### src/rtl/hazard_forward_unit_pkg.sv
// Shared types for the hazard/forwarding controller: forwarding mux selects,
// the load ResultSrc code and the control half of an E-stage shadow entry.
package hazard_forward_unit_pkg;

   typedef enum logic [1:0] {
      FWD_RF  = 2'b00,
      FWD_WB  = 2'b01,
      FWD_MEM = 2'b10
   } fwd_sel_t;

   localparam logic [1:0] RESULT_SRC_LOAD = 2'b01;

   typedef struct packed {
      logic regwrite;
      logic is_load;
   } stage_ctl_t;

   localparam stage_ctl_t CTL_BUBBLE = '{regwrite: 1'b0, is_load: 1'b0};

endpackage

### src/rtl/hazard_forward_unit_if.sv
// Pipeline-side view of the hazard unit: D-stage fields and control in,
// forwarding selects, stall/flush strobes and performance counters out.
interface hazard_forward_unit_if #(
   parameter int REG_AW = 5,
   parameter int CNT_W  = 16
);
   import hazard_forward_unit_pkg::*;

   logic [REG_AW-1:0] rs1_d;
   logic [REG_AW-1:0] rs2_d;
   logic [REG_AW-1:0] rd_d;
   logic              valid_d;
   logic              regwrite_d;
   logic [1:0]        result_src_d;
   logic              pcsrc_e;
   logic              ext_stall;
   logic              clr_cnt;
   fwd_sel_t          fwd_a_e;
   fwd_sel_t          fwd_b_e;
   logic              stall_f;
   logic              stall_d;
   logic              flush_d;
   logic              flush_e;
   logic [CNT_W-1:0]  stall_cnt;
   logic [CNT_W-1:0]  flush_cnt;

   modport master (
      output rs1_d, rs2_d, rd_d, valid_d, regwrite_d, result_src_d,
      output pcsrc_e, ext_stall, clr_cnt,
      input  fwd_a_e, fwd_b_e, stall_f, stall_d, flush_d, flush_e,
      input  stall_cnt, flush_cnt
   );

   modport slave (
      input  rs1_d, rs2_d, rd_d, valid_d, regwrite_d, result_src_d,
      input  pcsrc_e, ext_stall, clr_cnt,
      output fwd_a_e, fwd_b_e, stall_f, stall_d, flush_d, flush_e,
      output stall_cnt, flush_cnt
   );

endinterface

### src/rtl/hazard_forward_unit_fwd_select.sv
// Forwarding select for one E-stage ALU operand, chosen from the M and W
// shadow destinations.
module hazard_forward_unit_fwd_select
   import hazard_forward_unit_pkg::*;
#(
   parameter int REG_AW = 5
) (
   input  logic [REG_AW-1:0] src,
   input  logic [REG_AW-1:0] rd_m,
   input  logic              regwrite_m,
   input  logic [REG_AW-1:0] rd_w,
   input  logic              regwrite_w,
   output fwd_sel_t          sel
);

   // Youngest in-flight writer wins; x0 is never forwarded.
   always_comb begin
      sel = FWD_RF;
      if (src == {REG_AW{1'b0}}) begin
         sel = FWD_RF;
      end else if (regwrite_m && (rd_m == src)) begin
         sel = FWD_MEM;
      end else if (regwrite_w && (rd_w == src)) begin
         sel = FWD_WB;
      end else begin
         sel = FWD_RF;
      end
   end

endmodule

### src/rtl/hazard_forward_unit.sv
// Hazard/forwarding controller for the 5-stage pipeline: keeps a shadow copy of
// E/M/W register usage and derives forwarding, stall, flush and event counters.
module hazard_forward_unit
   import hazard_forward_unit_pkg::*;
#(
   parameter int REG_AW         = 5,
   parameter bit RF_WRITE_FIRST = 1'b1,
   parameter int CNT_W          = 16
) (
   input logic                  clk,
   input logic                  reset,
   hazard_forward_unit_if.slave bus
);

   localparam logic [REG_AW-1:0] REG_ZERO = {REG_AW{1'b0}};
   localparam logic [CNT_W-1:0]  CNT_ZERO = {CNT_W{1'b0}};
   localparam logic [CNT_W-1:0]  CNT_MAX  = {CNT_W{1'b1}};
   localparam logic [CNT_W-1:0]  CNT_ONE  = CNT_W'(1'b1);

   logic [REG_AW-1:0] rs1_e_r, rs2_e_r, rd_e_r, rd_m_r, rd_w_r;
   stage_ctl_t        ctl_e_r;
   logic              regwrite_m_r, regwrite_w_r;
   logic [CNT_W-1:0]  stall_cnt_r, flush_cnt_r;
   logic              ld_hit_s, wd_hit_s, hz_s;
   logic              stall_f_s, stall_d_s, flush_d_s, flush_e_s;
   logic              stall_inc_s, flush_inc_s;
   fwd_sel_t          fwd_a_s, fwd_b_s;

   hazard_forward_unit_fwd_select #(.REG_AW(REG_AW)) u_fwd_a (
      .src(rs1_e_r), .rd_m(rd_m_r), .regwrite_m(regwrite_m_r),
      .rd_w(rd_w_r), .regwrite_w(regwrite_w_r), .sel(fwd_a_s)
   );

   hazard_forward_unit_fwd_select #(.REG_AW(REG_AW)) u_fwd_b (
      .src(rs2_e_r), .rd_m(rd_m_r), .regwrite_m(regwrite_m_r),
      .rd_w(rd_w_r), .regwrite_w(regwrite_w_r), .sel(fwd_b_s)
   );

   // Load-use against E, plus W-vs-D read when the regfile is not write-through.
   always_comb begin
      ld_hit_s = ctl_e_r.is_load && (rd_e_r != REG_ZERO) &&
                 ((rd_e_r == bus.rs1_d) || (rd_e_r == bus.rs2_d));
      wd_hit_s = !RF_WRITE_FIRST && regwrite_w_r && (rd_w_r != REG_ZERO) &&
                 ((rd_w_r == bus.rs1_d) || (rd_w_r == bus.rs2_d));
      hz_s     = bus.valid_d && (ld_hit_s || wd_hit_s);
   end

   // Freeze beats branch redirect, which beats (and masks) the data hazard.
   always_comb begin
      stall_f_s = 1'b0;
      stall_d_s = 1'b0;
      flush_d_s = 1'b0;
      flush_e_s = 1'b0;
      if (bus.ext_stall) begin
         stall_f_s = 1'b1;
         stall_d_s = 1'b1;
      end else if (bus.pcsrc_e) begin
         flush_d_s = 1'b1;
         flush_e_s = 1'b1;
      end else if (hz_s) begin
         stall_f_s = 1'b1;
         stall_d_s = 1'b1;
         flush_e_s = 1'b1;
      end else begin
         stall_f_s = 1'b0;
      end
      stall_inc_s = stall_f_s && !bus.ext_stall;
      flush_inc_s = bus.pcsrc_e && !bus.ext_stall;
   end

   // E shadow: capture D, or a bubble when E is being flushed.
   always_ff @(posedge clk) begin
      if (reset) begin
         rs1_e_r <= REG_ZERO;
         rs2_e_r <= REG_ZERO;
         rd_e_r  <= REG_ZERO;
         ctl_e_r <= CTL_BUBBLE;
      end else if (!bus.ext_stall) begin
         if (flush_e_s) begin
            rs1_e_r <= REG_ZERO;
            rs2_e_r <= REG_ZERO;
            rd_e_r  <= REG_ZERO;
            ctl_e_r <= CTL_BUBBLE;
         end else begin
            rs1_e_r <= bus.rs1_d;
            rs2_e_r <= bus.rs2_d;
            rd_e_r  <= bus.rd_d;
            ctl_e_r <= '{regwrite: bus.regwrite_d && bus.valid_d,
                         is_load:  bus.result_src_d == RESULT_SRC_LOAD};
         end
      end
   end

   // M shadow follows E.
   always_ff @(posedge clk) begin
      if (reset) begin
         rd_m_r       <= REG_ZERO;
         regwrite_m_r <= 1'b0;
      end else if (!bus.ext_stall) begin
         rd_m_r       <= rd_e_r;
         regwrite_m_r <= ctl_e_r.regwrite;
      end
   end

   // W shadow follows M.
   always_ff @(posedge clk) begin
      if (reset) begin
         rd_w_r       <= REG_ZERO;
         regwrite_w_r <= 1'b0;
      end else if (!bus.ext_stall) begin
         rd_w_r       <= rd_m_r;
         regwrite_w_r <= regwrite_m_r;
      end
   end

   // Saturating event counters; frozen along with the pipe.
   always_ff @(posedge clk) begin
      if (reset) begin
         stall_cnt_r <= CNT_ZERO;
         flush_cnt_r <= CNT_ZERO;
      end else if (!bus.ext_stall) begin
         if (bus.clr_cnt) begin
            stall_cnt_r <= CNT_ZERO;
            flush_cnt_r <= CNT_ZERO;
         end else begin
            if (stall_inc_s && (stall_cnt_r != CNT_MAX)) stall_cnt_r <= stall_cnt_r + CNT_ONE;
            if (flush_inc_s && (flush_cnt_r != CNT_MAX)) flush_cnt_r <= flush_cnt_r + CNT_ONE;
         end
      end
   end

   assign bus.fwd_a_e   = fwd_a_s;
   assign bus.fwd_b_e   = fwd_b_s;
   assign bus.stall_f   = stall_f_s;
   assign bus.stall_d   = stall_d_s;
   assign bus.flush_d   = flush_d_s;
   assign bus.flush_e   = flush_e_s;
   assign bus.stall_cnt = stall_cnt_r;
   assign bus.flush_cnt = flush_cnt_r;

endmodule

### src/flat_wrapper.sv
// flat-port wrapper written by rule: the top's interface ports become plain ports
module hazard_forward_unit_flat import hazard_forward_unit_pkg::*;
#(
   parameter int REG_AW         = 5,
   parameter bit RF_WRITE_FIRST = 1'b1,
   parameter int CNT_W          = 16
)
  (clk, reset, bus_rs1_d, bus_rs2_d, bus_rd_d, bus_valid_d, bus_regwrite_d, bus_result_src_d, bus_pcsrc_e, bus_ext_stall, bus_clr_cnt, bus_fwd_a_e, bus_fwd_b_e, bus_stall_f, bus_stall_d, bus_flush_d, bus_flush_e, bus_stall_cnt, bus_flush_cnt);
  hazard_forward_unit_if #(.REG_AW(REG_AW), .CNT_W(CNT_W)) bus_i ();
  input logic clk;
  input logic reset;
  input wire logic [$bits(bus_i.rs1_d)-1:0] bus_rs1_d;
  input wire logic [$bits(bus_i.rs2_d)-1:0] bus_rs2_d;
  input wire logic [$bits(bus_i.rd_d)-1:0] bus_rd_d;
  input wire logic [$bits(bus_i.valid_d)-1:0] bus_valid_d;
  input wire logic [$bits(bus_i.regwrite_d)-1:0] bus_regwrite_d;
  input wire logic [$bits(bus_i.result_src_d)-1:0] bus_result_src_d;
  input wire logic [$bits(bus_i.pcsrc_e)-1:0] bus_pcsrc_e;
  input wire logic [$bits(bus_i.ext_stall)-1:0] bus_ext_stall;
  input wire logic [$bits(bus_i.clr_cnt)-1:0] bus_clr_cnt;
  output wire logic [$bits(bus_i.fwd_a_e)-1:0] bus_fwd_a_e;
  output wire logic [$bits(bus_i.fwd_b_e)-1:0] bus_fwd_b_e;
  output wire logic [$bits(bus_i.stall_f)-1:0] bus_stall_f;
  output wire logic [$bits(bus_i.stall_d)-1:0] bus_stall_d;
  output wire logic [$bits(bus_i.flush_d)-1:0] bus_flush_d;
  output wire logic [$bits(bus_i.flush_e)-1:0] bus_flush_e;
  output wire logic [$bits(bus_i.stall_cnt)-1:0] bus_stall_cnt;
  output wire logic [$bits(bus_i.flush_cnt)-1:0] bus_flush_cnt;
  assign bus_i.rs1_d = bus_rs1_d;
  assign bus_i.rs2_d = bus_rs2_d;
  assign bus_i.rd_d = bus_rd_d;
  assign bus_i.valid_d = bus_valid_d;
  assign bus_i.regwrite_d = bus_regwrite_d;
  assign bus_i.result_src_d = bus_result_src_d;
  assign bus_i.pcsrc_e = bus_pcsrc_e;
  assign bus_i.ext_stall = bus_ext_stall;
  assign bus_i.clr_cnt = bus_clr_cnt;
  assign bus_fwd_a_e = bus_i.fwd_a_e;
  assign bus_fwd_b_e = bus_i.fwd_b_e;
  assign bus_stall_f = bus_i.stall_f;
  assign bus_stall_d = bus_i.stall_d;
  assign bus_flush_d = bus_i.flush_d;
  assign bus_flush_e = bus_i.flush_e;
  assign bus_stall_cnt = bus_i.stall_cnt;
  assign bus_flush_cnt = bus_i.flush_cnt;
  hazard_forward_unit #(.REG_AW(REG_AW), .RF_WRITE_FIRST(RF_WRITE_FIRST), .CNT_W(CNT_W)) u_core (.clk(clk), .reset(reset), .bus(bus_i));
endmodule
### config.mk
export PLATFORM = sky130hd
export DESIGN_NAME = hazard_forward_unit_flat
export DESIGN_NICKNAME = d
export VERILOG_FILES = /design/src/rtl/hazard_forward_unit_pkg.sv /design/src/rtl/hazard_forward_unit_if.sv /design/src/rtl/hazard_forward_unit_fwd_select.sv /design/src/rtl/hazard_forward_unit.sv /design/src/flat_wrapper.sv
export SDC_FILE = /design/constraint.sdc
export NUM_CORES = 1
export LEC_CHECK = 0
export ABC_CLOCK_PERIOD_IN_PS = 2800
export BUFFER_PORTS_ARGS = -buffer_cell sky130_fd_sc_hd__buf_2
export CORE_UTILIZATION = 35
export DETAILED_ROUTE_END_ITERATION = 7
export PLACE_DENSITY = 0.68
export SLEW_MARGIN = 0
export SYNTH_ARGS = -nofsm -noshare
export SYNTH_HDL_FRONTEND = slang
export SYNTH_HIERARCHICAL = 1
export SYNTH_SLANG_ARGS = --single-unit
### constraint.sdc
create_clock -name clk -period 2.8 [get_ports clk]
set_input_delay 0.84 -clock clk [delete_from_list [all_inputs] [get_ports clk]]
set_output_delay 0.84 -clock clk [all_outputs]
set_load 0.1 [all_outputs]
==> results.cfg, run 1 <==
[pwr]
power_mw = 2.02
p_leak_nw = 1.72
ir_drop_mv = 0.259
power_density_mw_per_mm2 = 485

[sta]
maxSlewHeadroom_pct = 64.2
timing.final.max_slew_violations = 0
post-route-min-period_ns = 2.85
tightest_slew_ns = 0.532
timing.final.hold_violations = 0
finClkSkew_ns = 0.0131
fmax_mhz = 350
holdWs_ns = 0.468
rsz0062_at_grt = true
finalCritPeriodShare_pct = 102
fin_ws_ns = -0.0548
setup_viol = 3

[job]
drv_cap = 0

[detailed_routing]
vias = 3024
initialDrtViolationCount = 141
wire_per_inst_um = 15.8
first_pass_iters = 7
ant_nets = 0
vias_per_cell = 5.49
routed_wl_mm = 8.71
remaining_drc_errors = 6

[clocking]
clkTransAtPathRegs_ns = 0.07
root_buffer = clkbuf_8
cts_tree = yes
clk_latency_ns = 0.35
cts_buffer_depth = 2
cts_num_sinks = 61
htree_num_levels = 3
cts_buffers = 9

[critical_path]
worst-path-buf-inv = 2
cp_cell_sequence = buf_8 > xnor2_2 > nand3_2 > o22a_1 > o21bai_1 > and2_4 > buf_12
arrival_ns = 2.01
critPathKind = primary input to output port
cp-start-kind = primary input
timing.reg2reg.setup_slack_ns = 0.40
cp-end-kind = output port
crit_path_max_incr_delay_ns = 0.27
cpMaxStageDelayCell = o22a_1
worstPathMaxFanout = 3
crit_family = compound AO/OA/AOI/OAI gates
required_ns = 1.96

[synth]
seq_area_frac_synth_pct = 38.0
synth-edff-count = 0
yosys_register_bits = 61
synth_area_per_cell_sq_um = 8.80
yosys.area.top_type = dfxtp_1
yosysWarnings = 6
syn-num-nets = 391
synth_cell_types = 49
yosysTopAreaCellShare_pct = 38.0
synth_ff_type = dfxtp_1
syn_inst = 365
ys_async_sr_fraction_pct = 0
syn_area_sq_mm = 0.00321
yosys-top-cells-area = dfxtp_1 (38%), mux2i_1 (8.7%), xnor2_1 (6.3%)

[floorplan]
die_x_um = 97.8
ios = 64
num_rows = 34
die_y_um = 97.8
dieArea_sq_mm = 0.00956
start_util_pct = 36.5
core_region_area_sq_mm = 0.00881

[placement]
port_buffers = 63
place.gp.congestion = 0.851
pre_cts_ws_ns = -0.118
post-dp-hpwl_mm = 6.16
placed_area_sq_mm = 0.00383

[status]
violations = DRC, setup timing
outcome = finished, violations left

[layout]
syn_to_final_growth_pct = 29.7
nFillCells = 854
final_nets = 464
design_area_sq_mm = 0.00416
diodes = 0
drive_gt1_share_pct = 28.2

[global_route]
grt_pass1_vias = 2889
antenna_found_initial = 0
overflow = 0
grt_pass1_wl_mm = 14.4
grt_usage_pct = 19.0
grt_max_degree = 28

[worst_hold_path]
hold_path_class = flip-flop to flip-flop
## layer usage
| metal | global-route usage [%] | wire length, um | up-vias |
|---|---|---|---|
| li1 | - | - | 1490 |
| met1 | 24.5 | 4040 | 1440 |
| met2 | 31.4 | 4080 | 82 |
| met3 | 3.08 | 428 | 12 |
| met4 | 8.39 | 158 | 0 |
| met5 | 0 | 0 | - |
## timing repair
item	in CTS	in global routing
pin swaps	5	5
setup buffers	4	1
hold buffers	0	0
endpoints found under the setup margin	3	7
resized for setup	8	13
## path summary, 6_finish.rpt
kind | from | end | depth (start not counted)
setup / recovery | bus_rs1_d[2] | bus_flush_e | 7
hold / removal | u_core/ctl_e_r[1] | u_core/ctl_e_r[1] | 2
setup reg to reg | u_core/rd_e_r[3] | u_core/bus.stall_cnt[8] | 8
hold reg to reg | u_core/ctl_e_r[1] | u_core/ctl_e_r[1] | 2
## worst reg2reg max path: cells and delay by family, from the launching register on
family	cells	cell delay [ns]
compound gates	3	0.76
simple gates	2	0.60
flops	1	0.52
buf+inv	3	0.42
## registers in the layout (all words and copies together) (netlist names)
signal,flops
u_core/rd_w_r,5
u_core/regwrite_m_r,1
u_core/ctl_e_r,2
u_core/rs2_e_r,5
u_core/rs1_e_r,5
u_core/bus.flush_cnt,16
u_core/rd_e_r,5
u_core/regwrite_w_r,1
u_core/rd_m_r,5
u_core/bus.stall_cnt,16
## through the flow
step / utilization [%] / setup TNS [ns] / instances
5_1_grt: 47.3 / -0.274 / 551
3_5_place_dp: 43.5 / -0.300 / 530
6_report: 47.3 / -0.117 / 551
4_1_cts: 46.7 / -0.101 / 550
3_3_place_gp: 43.5 / -0.154 / 530
2_1_floorplan: - / -1.40 / 365
## cells by family (layout without fill, tap and decap cells)
family | after synthesis | after routing | synth area share, %
AO/OA/AOI/OAI | 81 | 81 | 17.4
XOR/XNOR | 42 | 42 | 11.5
adder cells (fa/ha/maj) | 2 | 2 | 0.779
buffers and inverters | 30 | 108 | 3.97
flip-flops | 61 | 61 | 38.0
multiplexers | 28 | 28 | 8.73
AND/OR/NAND/NOR | 121 | 121 | 19.6
## power breakdown
| group | internal [mW] | switching, mW |
|---|---|---|
| Clock | 0.487 | 0.368 |
| Sequential | 0.883 | 0.0273 |
| Combinational | 0.109 | 0.145 |
| Total | 1.48 | 0.540 |
## cells in the mapped netlist, drive strengths merged, types with 9 or more instances
cell and count:
a211oi 16, a31oi 20, clkbuf 13, dfxtp 61
inv 9, mux2i 28, nand2 21, nand3 11
nor2 38, o211ai 9, o21ai 11, xnor2 23
xor2 19
## layout make-up
cell class	instances	area (sq um)	area share [%]
Timing Repair Buffer	82	558	13.4
Tap cell	108	135	3.25
Clock inverter	4	53.8	1.29
Inverter	10	37.5	0.902
Multi-Input combinational cell	274	1990	47.8
Sequential cell	61	1220	29.4
Clock buffer	12	165	3.97
## cells in the final DEF, fill, tap and decap left out, types with 3 or more instances in the layout
cell type  instances
dfxtp_1           58
buf_2             52
nor2_1            36
mux2i_1           28
nand2_1           21
a31oi_1           20
buf_4             19
xor2_1            19
xnor2_1           16
a211oi_1          16
clkbuf_8          12
inv_1              9
nand3_1            9
nand4_1            8
o21ai_0            8
o211ai_1           8
a21oi_1            8
xnor2_2            7
nand2b_1           7
nor4_1             6
and3_1             6
o2111ai_1          5
buf_12             4
or4_1              4
clkbuf_4           3
o31ai_1            3
o21ai_1            3
or3_1              3
dfxtp_2            3
Power figures use the tool's default switching activity.
==> run 2, diff against run 1 <==
CTS_CLUSTER_DIAMETER = 60   (was unset)
RECOVER_POWER = 50   (was unset)
==> run 2 against run 1 <==
Net effect:
- the flow finishes with violations (DRC, capacitance limit, slew limit, setup timing)
- non-clock buffer count did not move
- register-to-register slack about the same
- clock power grew 0.5%
- clock skew barely moved
- critical path type unchanged
- utilization down 0.20 points
==> results.cfg, run 2 (synthesis results as in run 1) <==
[status]
outcome = finished, violations left
violations = DRC, capacitance limit, slew limit, setup timing

[sta]
timing.final.max_slew_violations = 24
fin_ws_ns = -0.0555
finClkSkew_ns = 0.0134
setup_viol = 3
tightest_slew_ns = 1.60
finalCritPeriodShare_pct = 102
maxSlewHeadroom_pct = -6.53
fmax_mhz = 350
post-route-min-period_ns = 2.86
timing.final.hold_violations = 0
rsz0062_at_grt = true
holdWs_ns = 0.469

[detailed_routing]
routed_wl_mm = 8.72
vias = 3012
vias_per_cell = 5.47
first_pass_iters = 7
ant_nets = 0
wire_per_inst_um = 15.8
initialDrtViolationCount = 139
remaining_drc_errors = 6

[floorplan]
die_y_um = 97.8
core_region_area_sq_mm = 0.00881
num_rows = 34
dieArea_sq_mm = 0.00956
ios = 64
die_x_um = 97.8
start_util_pct = 36.5

[critical_path]
crit_family = compound AO/OA/AOI/OAI gates
timing.reg2reg.setup_slack_ns = 0.40
worstPathMaxFanout = 3
required_ns = 1.96
r2r-end = u_core/bus.stall_cnt[8]
cp_cell_sequence = buf_8 > xnor2_2 > nand3_2 > o22a_1 > o21bai_1 > and2_4 > buf_12
arrival_ns = 2.02
worst-path-buf-inv = 2
cp-end-kind = output port
crit_path_max_incr_delay_ns = 0.27
rr_worst_depth = 8
critPathKind = primary input to output port
cp-start-kind = primary input
cpMaxStageDelayCell = o22a_1
r2r-start = u_core/rd_e_r[3]

[clocking]
holdBufCountCts = 0
cts_buffer_depth = 2
root_buffer = clkbuf_8
cts_buffers = 9
htree_num_levels = 3
cts_num_sinks = 61
cts_tree = yes
clk_latency_ns = 0.35
clkTransAtPathRegs_ns = 0.07

[worst_hold_path]
hold_end = u_core/ctl_e_r[1]
hold_depth = 2
hold_path_class = flip-flop to flip-flop
hp-start = u_core/ctl_e_r[1]

[layout]
finalNonFillerCells = 551
final_cell_mix = dfxtp_1 (58), buf_2 (46), nor2_1 (36)
design_area_sq_mm = 0.00415
multi_input_area_sq_mm = 0.00199
drive_gt1_share_pct = 26.4
nFillCells = 860
syn_to_final_growth_pct = 29.1
final_common_cell = dfxtp_1
diodes = 0
regArea_sq_mm = 0.00122
final_nets = 464

[global_route]
grt_pass1_wl_mm = 14.4
grt_pass1_vias = 2889
grt_usage_pct = 19.0
antenna_found_initial = 0
overflow = 0
grt_max_degree = 28

[pwr]
p_leak_nw = 1.69
ir_drop_mv = 0.260
power_mw = 2.02
power_density_mw_per_mm2 = 488

[placement]
pre_cts_ws_ns = -0.118
port_buffers = 63
dp_cells = 530
place.gp.congestion = 0.851
placed_area_sq_mm = 0.00383
post-dp-hpwl_mm = 6.16

[job]
drv_cap = 1
## run 2: cell count changes in the layout (fill, tap and decap cells not counted), sizes merged
cell / delta
buf: -9
clkbuf: +9
## run 2: repair_timing
item	4_1_cts	5_1_grt
hold endpoints to repair	0	0
gates resized for setup	8	13
setup endpoints to repair	3	7
pin swaps	5	5
buffers inserted	4	1
## run 2: how the worst max path moves through the flow
stage | startpoint | to | slack, ns | cells past startpoint
after floorplan | bus_rs1_d[2] | bus_stall_f | -0.71 | 6
after global placement | bus_rs1_d[4] | bus_stall_d | -0.06 | 6
after detailed placement | bus_rs1_d[0] | bus_stall_d | -0.12 | 6
after CTS | bus_rs1_d[0] | bus_flush_e | -0.04 | 7
after global routing | bus_rs1_d[2] | bus_flush_e | -0.11 | 7
final | bus_rs1_d[2] | bus_flush_e | -0.06 | 7
## run 2: metal layers
metal  track usage, %  vias to the layer above  routed length (um)  share of wire [%]
met5                0                        -                   0                  0
met4             8.39                        0                 160                1.8
met3             3.08                       13                 302                3.5
met2             31.4                       72                4130                 47
met1             24.5                     1433                4130                 47
li1                 -                     1494                   -                  -
## run 2: stage by stage
| step | util [%] | setup TNS (ns) |
|---|---|---|
| final | 47.1 | -0.119 |
| after floorplan | - | -1.40 |
| after global placement | 43.5 | -0.154 |
| after global routing | 47.1 | -0.308 |
| after detailed placement | 43.5 | -0.300 |
| after CTS | 46.7 | -0.101 |
## run 2: layout make-up
| class | instances | share of cell area, % |
|---|---|---|
| Multi-Input combinational cell | 274 | 48.0 |
| Sequential cell | 61 | 29.6 |
| Tap cell | 108 | 3.26 |
| Clock inverter | 4 | 1.30 |
| Timing Repair Buffer | 82 | 13.0 |
| Inverter | 10 | 0.906 |
| Clock buffer | 12 | 3.98 |
## run 2: tightest hold or removal path: stages, from the launching register on
cell     delay [ns]
dfxtp_1        0.31
nand2_1        0.06
a21oi_1        0.05
## run 2: report_power, final
part           switching (mW)  total (mW)  leakage (nW)  internal [mW]
Sequential             0.0274       0.911         0.495          0.883
Clock                   0.372       0.859         0.105          0.487
Combinational           0.145       0.254          1.08          0.109
